===== src/rtl/cnn_pkg.sv =====
// -----------------------------------------------------------------------------
// cnn_pkg
// Shared definitions for the CNN kernel-loading path: scheduler FSM state
// encoding, default channel/kernel counts and a width helper.
// No ports (package).
// -----------------------------------------------------------------------------
package cnn_pkg;

    localparam int CNN_N_CHANNELS = 3;
    localparam int CNN_N_KERNELS  = 3;

    typedef enum logic [2:0] {
        ST_IDLE  = 3'd0,
        ST_LOAD  = 3'd1,
        ST_READY = 3'd2,
        ST_NEXT  = 3'd3,
        ST_DONE  = 3'd4
    } sched_state_t;

    // $clog2 that never returns 0, so single-entry fields keep one bit.
    function automatic int clog2_min1(input int value);
        return (value > 1) ? $clog2(value) : 1;
    endfunction

endpackage


===== src/rtl/kernel_load_watchdog.sv =====
// -----------------------------------------------------------------------------
// kernel_load_watchdog
// Stall counter for the LOAD phase. Clears on clear_i, otherwise counts on
// inc_i. expired_o is combinational and flags the cycle in which the count
// would reach STALL_LIMIT.
// Ports:
//   clock_i    in   system clock
//   reset_i    in   asynchronous active-high reset
//   clear_i    in   force count to zero (has priority over inc_i)
//   inc_i      in   advance count by one
//   expired_o  out  count reaches STALL_LIMIT on this edge
// -----------------------------------------------------------------------------
module kernel_load_watchdog
    import cnn_pkg::*;
#(
    parameter int STALL_LIMIT = 1024
) (
    input  logic clock_i,
    input  logic reset_i,
    input  logic clear_i,
    input  logic inc_i,
    output logic expired_o
);

    localparam int            CW   = clog2_min1(STALL_LIMIT + 1);
    localparam logic [CW-1:0] LAST = CW'(STALL_LIMIT - 1);

    logic [CW-1:0] r_count;

    always_ff @(posedge clock_i or posedge reset_i) begin
        if (reset_i) begin
            r_count <= '0;
        end else if (clear_i) begin
            r_count <= '0;
        end else if (inc_i) begin
            r_count <= r_count + CW'(1);
        end
    end

    // Expire as the increment that would land on STALL_LIMIT is taken, so
    // the registered error appears exactly STALL_LIMIT idle cycles in.
    assign expired_o = inc_i && (r_count == LAST);

endmodule


===== src/rtl/kernel_load_scheduler.sv =====
// -----------------------------------------------------------------------------
// kernel_load_scheduler
// Sequences kernel_buffer channels for each of N_KERNELS kernel sets: holds
// channels in order 0..N_CHANNELS-1 as their kernel_valid arrives, presents
// the complete set to the consumer, and advances on conv_done_i. A watchdog
// aborts a LOAD that waits too long for the current channel.
// Ports:
//   clock_i          in   system clock
//   reset_i          in   asynchronous active-high reset
//   start_i          in   start a run (sampled in IDLE only)
//   kernel_valid_i   in   per-channel kernel valid from kernel_buffer
//   conv_done_i      in   consumer finished with current set (READY only)
//   buffer_enable_o  out  kernel_buffer enable
//   hold_kernel_o    out  per-channel hold to kernel_buffer
//   kernel_index_o   out  kernel set being loaded/used
//   kernels_ready_o  out  all channels held, set valid for consumer
//   busy_o           out  not in IDLE
//   done_o           out  one-cycle pulse after the last set is consumed
//   stall_error_o    out  sticky watchdog error
// All outputs are registered from the next-state values.
// -----------------------------------------------------------------------------
module kernel_load_scheduler
    import cnn_pkg::*;
#(
    parameter int N_CHANNELS  = CNN_N_CHANNELS,
    parameter int N_KERNELS   = CNN_N_KERNELS,
    parameter int STALL_LIMIT = 1024
) (
    input  logic                                clock_i,
    input  logic                                reset_i,
    input  logic                                start_i,
    input  logic [N_CHANNELS-1:0]               kernel_valid_i,
    input  logic                                conv_done_i,
    output logic                                buffer_enable_o,
    output logic [N_CHANNELS-1:0]               hold_kernel_o,
    output logic [clog2_min1(N_KERNELS)-1:0]    kernel_index_o,
    output logic                                kernels_ready_o,
    output logic                                busy_o,
    output logic                                done_o,
    output logic                                stall_error_o
);

    localparam int            PW      = clog2_min1(N_CHANNELS);
    localparam int            KW      = clog2_min1(N_KERNELS);
    localparam logic [PW-1:0] LAST_CH = PW'(N_CHANNELS - 1);
    localparam logic [KW-1:0] LAST_K  = KW'(N_KERNELS - 1);

    sched_state_t          r_state, w_state_nxt;
    logic [PW-1:0]         r_ptr, w_ptr_nxt;
    logic [N_CHANNELS-1:0] r_hold, w_hold_nxt;
    logic [KW-1:0]         r_index, w_index_nxt;
    logic                  r_ben, w_ben_nxt;
    logic                  r_ready, w_ready_nxt;
    logic                  r_busy, w_busy_nxt;
    logic                  r_done, w_done_nxt;
    logic                  r_err, w_err_nxt;

    logic                  w_accept;
    logic                  w_inc;
    logic                  w_expired;

    // Only the channel under the pointer can be accepted.
    assign w_accept = (r_state == ST_LOAD) && kernel_valid_i[r_ptr];
    // Count idle LOAD cycles; anything else (entry, accept, other states)
    // returns the counter to zero.
    assign w_inc    = (r_state == ST_LOAD) && !w_accept;

    kernel_load_watchdog #(
        .STALL_LIMIT (STALL_LIMIT)
    ) u_watchdog (
        .clock_i   (clock_i),
        .reset_i   (reset_i),
        .clear_i   (!w_inc),
        .inc_i     (w_inc),
        .expired_o (w_expired)
    );

    always_ff @(posedge clock_i or posedge reset_i) begin
        if (reset_i) begin
            r_state <= ST_IDLE;
            r_ptr   <= '0;
            r_hold  <= '0;
            r_index <= '0;
            r_ben   <= 1'b0;
            r_ready <= 1'b0;
            r_busy  <= 1'b0;
            r_done  <= 1'b0;
            r_err   <= 1'b0;
        end else begin
            r_state <= w_state_nxt;
            r_ptr   <= w_ptr_nxt;
            r_hold  <= w_hold_nxt;
            r_index <= w_index_nxt;
            r_ben   <= w_ben_nxt;
            r_ready <= w_ready_nxt;
            r_busy  <= w_busy_nxt;
            r_done  <= w_done_nxt;
            r_err   <= w_err_nxt;
        end
    end

    always_comb begin
        w_state_nxt = r_state;
        w_ptr_nxt   = r_ptr;
        w_hold_nxt  = r_hold;
        w_index_nxt = r_index;
        w_ben_nxt   = r_ben;
        w_ready_nxt = r_ready;
        w_done_nxt  = 1'b0;
        w_err_nxt   = r_err;

        case (r_state)
            ST_IDLE: begin
                if (start_i) begin
                    w_state_nxt = ST_LOAD;
                    w_ptr_nxt   = '0;
                    w_hold_nxt  = '0;
                    w_index_nxt = '0;
                    w_ben_nxt   = 1'b1;
                    w_ready_nxt = 1'b0;
                    w_err_nxt   = 1'b0;
                end
            end
            ST_LOAD: begin
                if (w_accept) begin
                    w_hold_nxt[r_ptr] = 1'b1;
                    if (r_ptr == LAST_CH) begin
                        w_state_nxt = ST_READY;
                        w_ready_nxt = 1'b1;
                    end else begin
                        w_ptr_nxt = r_ptr + PW'(1);
                    end
                end else if (w_expired) begin
                    w_state_nxt = ST_IDLE;
                    w_ptr_nxt   = '0;
                    w_hold_nxt  = '0;
                    w_ben_nxt   = 1'b0;
                    w_ready_nxt = 1'b0;
                    w_err_nxt   = 1'b1;
                end
            end
            ST_READY: begin
                if (conv_done_i) begin
                    w_hold_nxt  = '0;
                    w_ready_nxt = 1'b0;
                    w_ptr_nxt   = '0;
                    if (r_index < LAST_K) begin
                        w_state_nxt = ST_NEXT;
                        w_index_nxt = r_index + KW'(1);
                    end else begin
                        w_state_nxt = ST_DONE;
                        w_ben_nxt   = 1'b0;
                        w_done_nxt  = 1'b1;
                    end
                end
            end
            ST_NEXT: begin
                w_state_nxt = ST_LOAD;
            end
            ST_DONE: begin
                w_state_nxt = ST_IDLE;
            end
            default: begin
                w_state_nxt = ST_IDLE;
            end
        endcase

        w_busy_nxt = (w_state_nxt != ST_IDLE);
    end

    assign buffer_enable_o = r_ben;
    assign hold_kernel_o   = r_hold;
    assign kernel_index_o  = r_index;
    assign kernels_ready_o = r_ready;
    assign busy_o          = r_busy;
    assign done_o          = r_done;
    assign stall_error_o   = r_err;

endmodule


===== config.mk =====
export PLATFORM = sky130hd
export DESIGN_NAME = kernel_load_scheduler
export DESIGN_NICKNAME = d
export VERILOG_FILES = /design/src/rtl/cnn_pkg.sv /design/src/rtl/kernel_load_watchdog.sv /design/src/rtl/kernel_load_scheduler.sv
export SDC_FILE = /design/constraint.sdc
export NUM_CORES = 1
export LEC_CHECK = 0
export CORE_AREA = 2 2 52 54
export DETAILED_ROUTE_END_ITERATION = 8
export DIE_AREA = 0 0 54 56
export DONT_BUFFER_PORTS = 1
export HOLD_SLACK_MARGIN = 0.15
export PLACE_DENSITY = 0.77
export SYNTH_ARGS = -nofsm -noshare
export SYNTH_HDL_FRONTEND = slang
export SYNTH_HIERARCHICAL = 1
export SYNTH_SLANG_ARGS = --single-unit

===== constraint.sdc =====
create_clock -name clock_i -period 3.15 [get_ports clock_i]
set_input_delay 0.63 -clock clock_i [delete_from_list [all_inputs] [get_ports clock_i]]
set_output_delay 0.63 -clock clock_i [all_outputs]
set_load 0.005 [all_outputs]

==> results.tsv <==
metric	value	unit
synthFlopType	dfrtp_1	
crit_arrival	2.92	ns
period_needed	2.711	ns
cp_data_required_time	3.36	ns
hold_path.class	primary input to async pin	
cts_resized	0	
post_drt_wl_per_cell	15.57	um
die_h	56	um
hold_buffers	0	
clock_sinks	26	
syn_inst	140	
pre_cts_ws	0.3935	ns
met1_length	1115	um
die_width	54	um
row_count	18	
powerDensity	716.7	nW/um2
finClkSkew	0.003967	ns
fin_hold_ws	0.1602	ns
core_area	2432	um2
ctsRootBufferMaster	clkbuf_4	
routed_wl	2647	um
ys_async_sr_fraction	100.0	%
rsz0062_at_grt	no	
clk_latency	0.32	ns
fin_nets	153	
register_area	650.6	um2
syn-num-nets	151	
clock_path_buffers	2	
synth_edf_count	0	
cts_max_level	1	
multi_input_area	666.9	um2
dr_wl_met2	1406	um
grt_max_degree	16	
num_vias	1051	
initial_core_util	57.92	%
grt_antenna_before_repair	0	
io_pins	17	
crit_type	flip-flop to flip-flop	
grt_use_total	20.18	%
startpoint	r_ptr[1]	
io_buffers	0	
n_antenna_cell	0	
grt_pass1_wl	4533	um
tightest_slew	0.6866	ns
grt_pass1_vias	1045	
post-cts-setup-buffers	0	
post-route-drc-count	0	
viasPerCell	6.182	
fmax	0.3689	GHz
status	finished, final reports clean	
cts_buffers	3	
first_pass_iters	4	
cts_tree	built	
setup_viol	0	
synthMuxAreaShare	2.220	%
topRoutingLayerUsed	met4	
syn2layout_area_growth	2.576	%
globalplace.congestion	0.7337	
ys_ff_latch	26	
dp_hpwl	2047	um
fin_setup_tns	0	ns
synth_top_family_by_area	simple AND/OR/NAND/NOR gates	
cp_max_fo	5	
synth_xor_area_share	2.487	%
ys_warn_count	6	
cap_violations	0	
route.met3.wl	71	um
slew_headroom	53.80	%
yosys.area_share.simple	20.78	%
die-area	3024	um2
peakVddDrop	0.0003728	V
p_leak	0.0006029	uW
synth-compound-area-share	18.29	%
antenna_left	0	
timing.rr.start	r_ptr[1]	
report.final.slew_viol_count	0	
avgSynthCellArea	10.06	um2
fillers	208	
total_power	1036	uW
final_common_cell	dfrtp_1	
synthAdderAreaFrac	3.552	%
setup_slack	0.4393	ns
overflow	0	
ys_types	43	
clk_pin_slew	0.13	ns
hold_violations	0	
cp-start-kind	flip-flop	
netlist_area	1409	um2
end_kind	flip-flop	
fin_crit_sh	86.05	%
drive_gt1_share	12.14	%
drtIter0Drc	16	
yosysSeqAreaShare	46.18	%
final_cell_mix	26 x dfrtp_1, 14 x inv_1, 11 x nor2_1, 10 x nand2_1, 8 x a21oi_1	
critical path: stages (launching register included):
cell and delay, ns:
dfrtp_1 0.44, mux2i_1 0.36, o21a_1 0.24, nand2_1 0.09, inv_1 0.09, nand4_1 0.09
nor4_1 0.54, o211ai_1 0.28, a21oi_1 0.35, o21ai_0 0.12
metrics by stage:
stage	instance area (um2)	util [%]	std cells
5_1_grt	1445	59.41	170
3_5_place_dp	1423	58.49	167
4_1_cts	1445	59.41	170
6_report	1445	59.41	170
3_3_place_gp	1423	58.49	167
2_1_floorplan	1409	-	140
Yosys cell counts, types with 3 or more instances:
cell	n	share of area [%]
dfrtp_1	26	46
o211ai_1	5	2.7
nand2_1	10	2.7
nor2_1	11	2.9
o21ai_0	5	1.8
inv_1	14	3.7
or4_1	3	1.6
a21oi_1	8	2.8
o31ai_1	4	2.1
ha_1	4	3.6
a31oi_1	5	2.2
nand4_1	5	2.2
logic make-up after synthesis:
| kind of cell | Yosys count |
|---|---|
| flops | 26 |
| buf+inv | 19 |
| fa+ha+maj | 4 |
| compound gates | 36 |
| xor+xnor | 4 |
| simple gates | 48 |
| mux | 3 |
routing by layer:
layer,vias up,global-route usage [%]
met5,-,0
met2,16,34.15
li1,507,-
met4,0,9.286
met3,5,2.688
met1,523,24.56
flip-flops by register name (all words and copies together), names as in the netlist:
name                count
u_watchdog/r_count     11
kernel_index_o          2
buffer_enable_o         1
busy_o                  1
hold_kernel_o           3
r_ptr                   2
done_o                  1
stall_error_o           1
kernels_ready_o         1
r_state                 3
final timing paths:
path / end / slack, ns / cells past startpoint
setup / recovery: hold_kernel_o[2] / 0.44 / 9
hold / removal: u_watchdog/r_count[3] / 0.16 / 1
setup reg to reg: hold_kernel_o[2] / 0.44 / 9
hold reg to reg: hold_kernel_o[1] / 0.55 / 2
max in group asynchronous: hold_kernel_o[2] / 2.54 / 1
min in group clock_i: r_state[1] / 0.46 / 3
area by class of cell:
class                   instances  area share [%]
repair buffers                  2           1.039
clock buffers                   3           1.558
multi-input cells              95           46.15
inverters                      14           3.636
flip-flops and latches         26           45.02
well taps                      30           2.597
where the power goes:
part	leakage [uW]	total [uW]	switching, uW	internal, uW
clock	0.0000138	138	93.3	44.9
sequential	0.000347	480	79.0	401
combinational	0.000243	417	248	169
total	0.000603	1040	421	615
(Power assumes the default switching activity.)
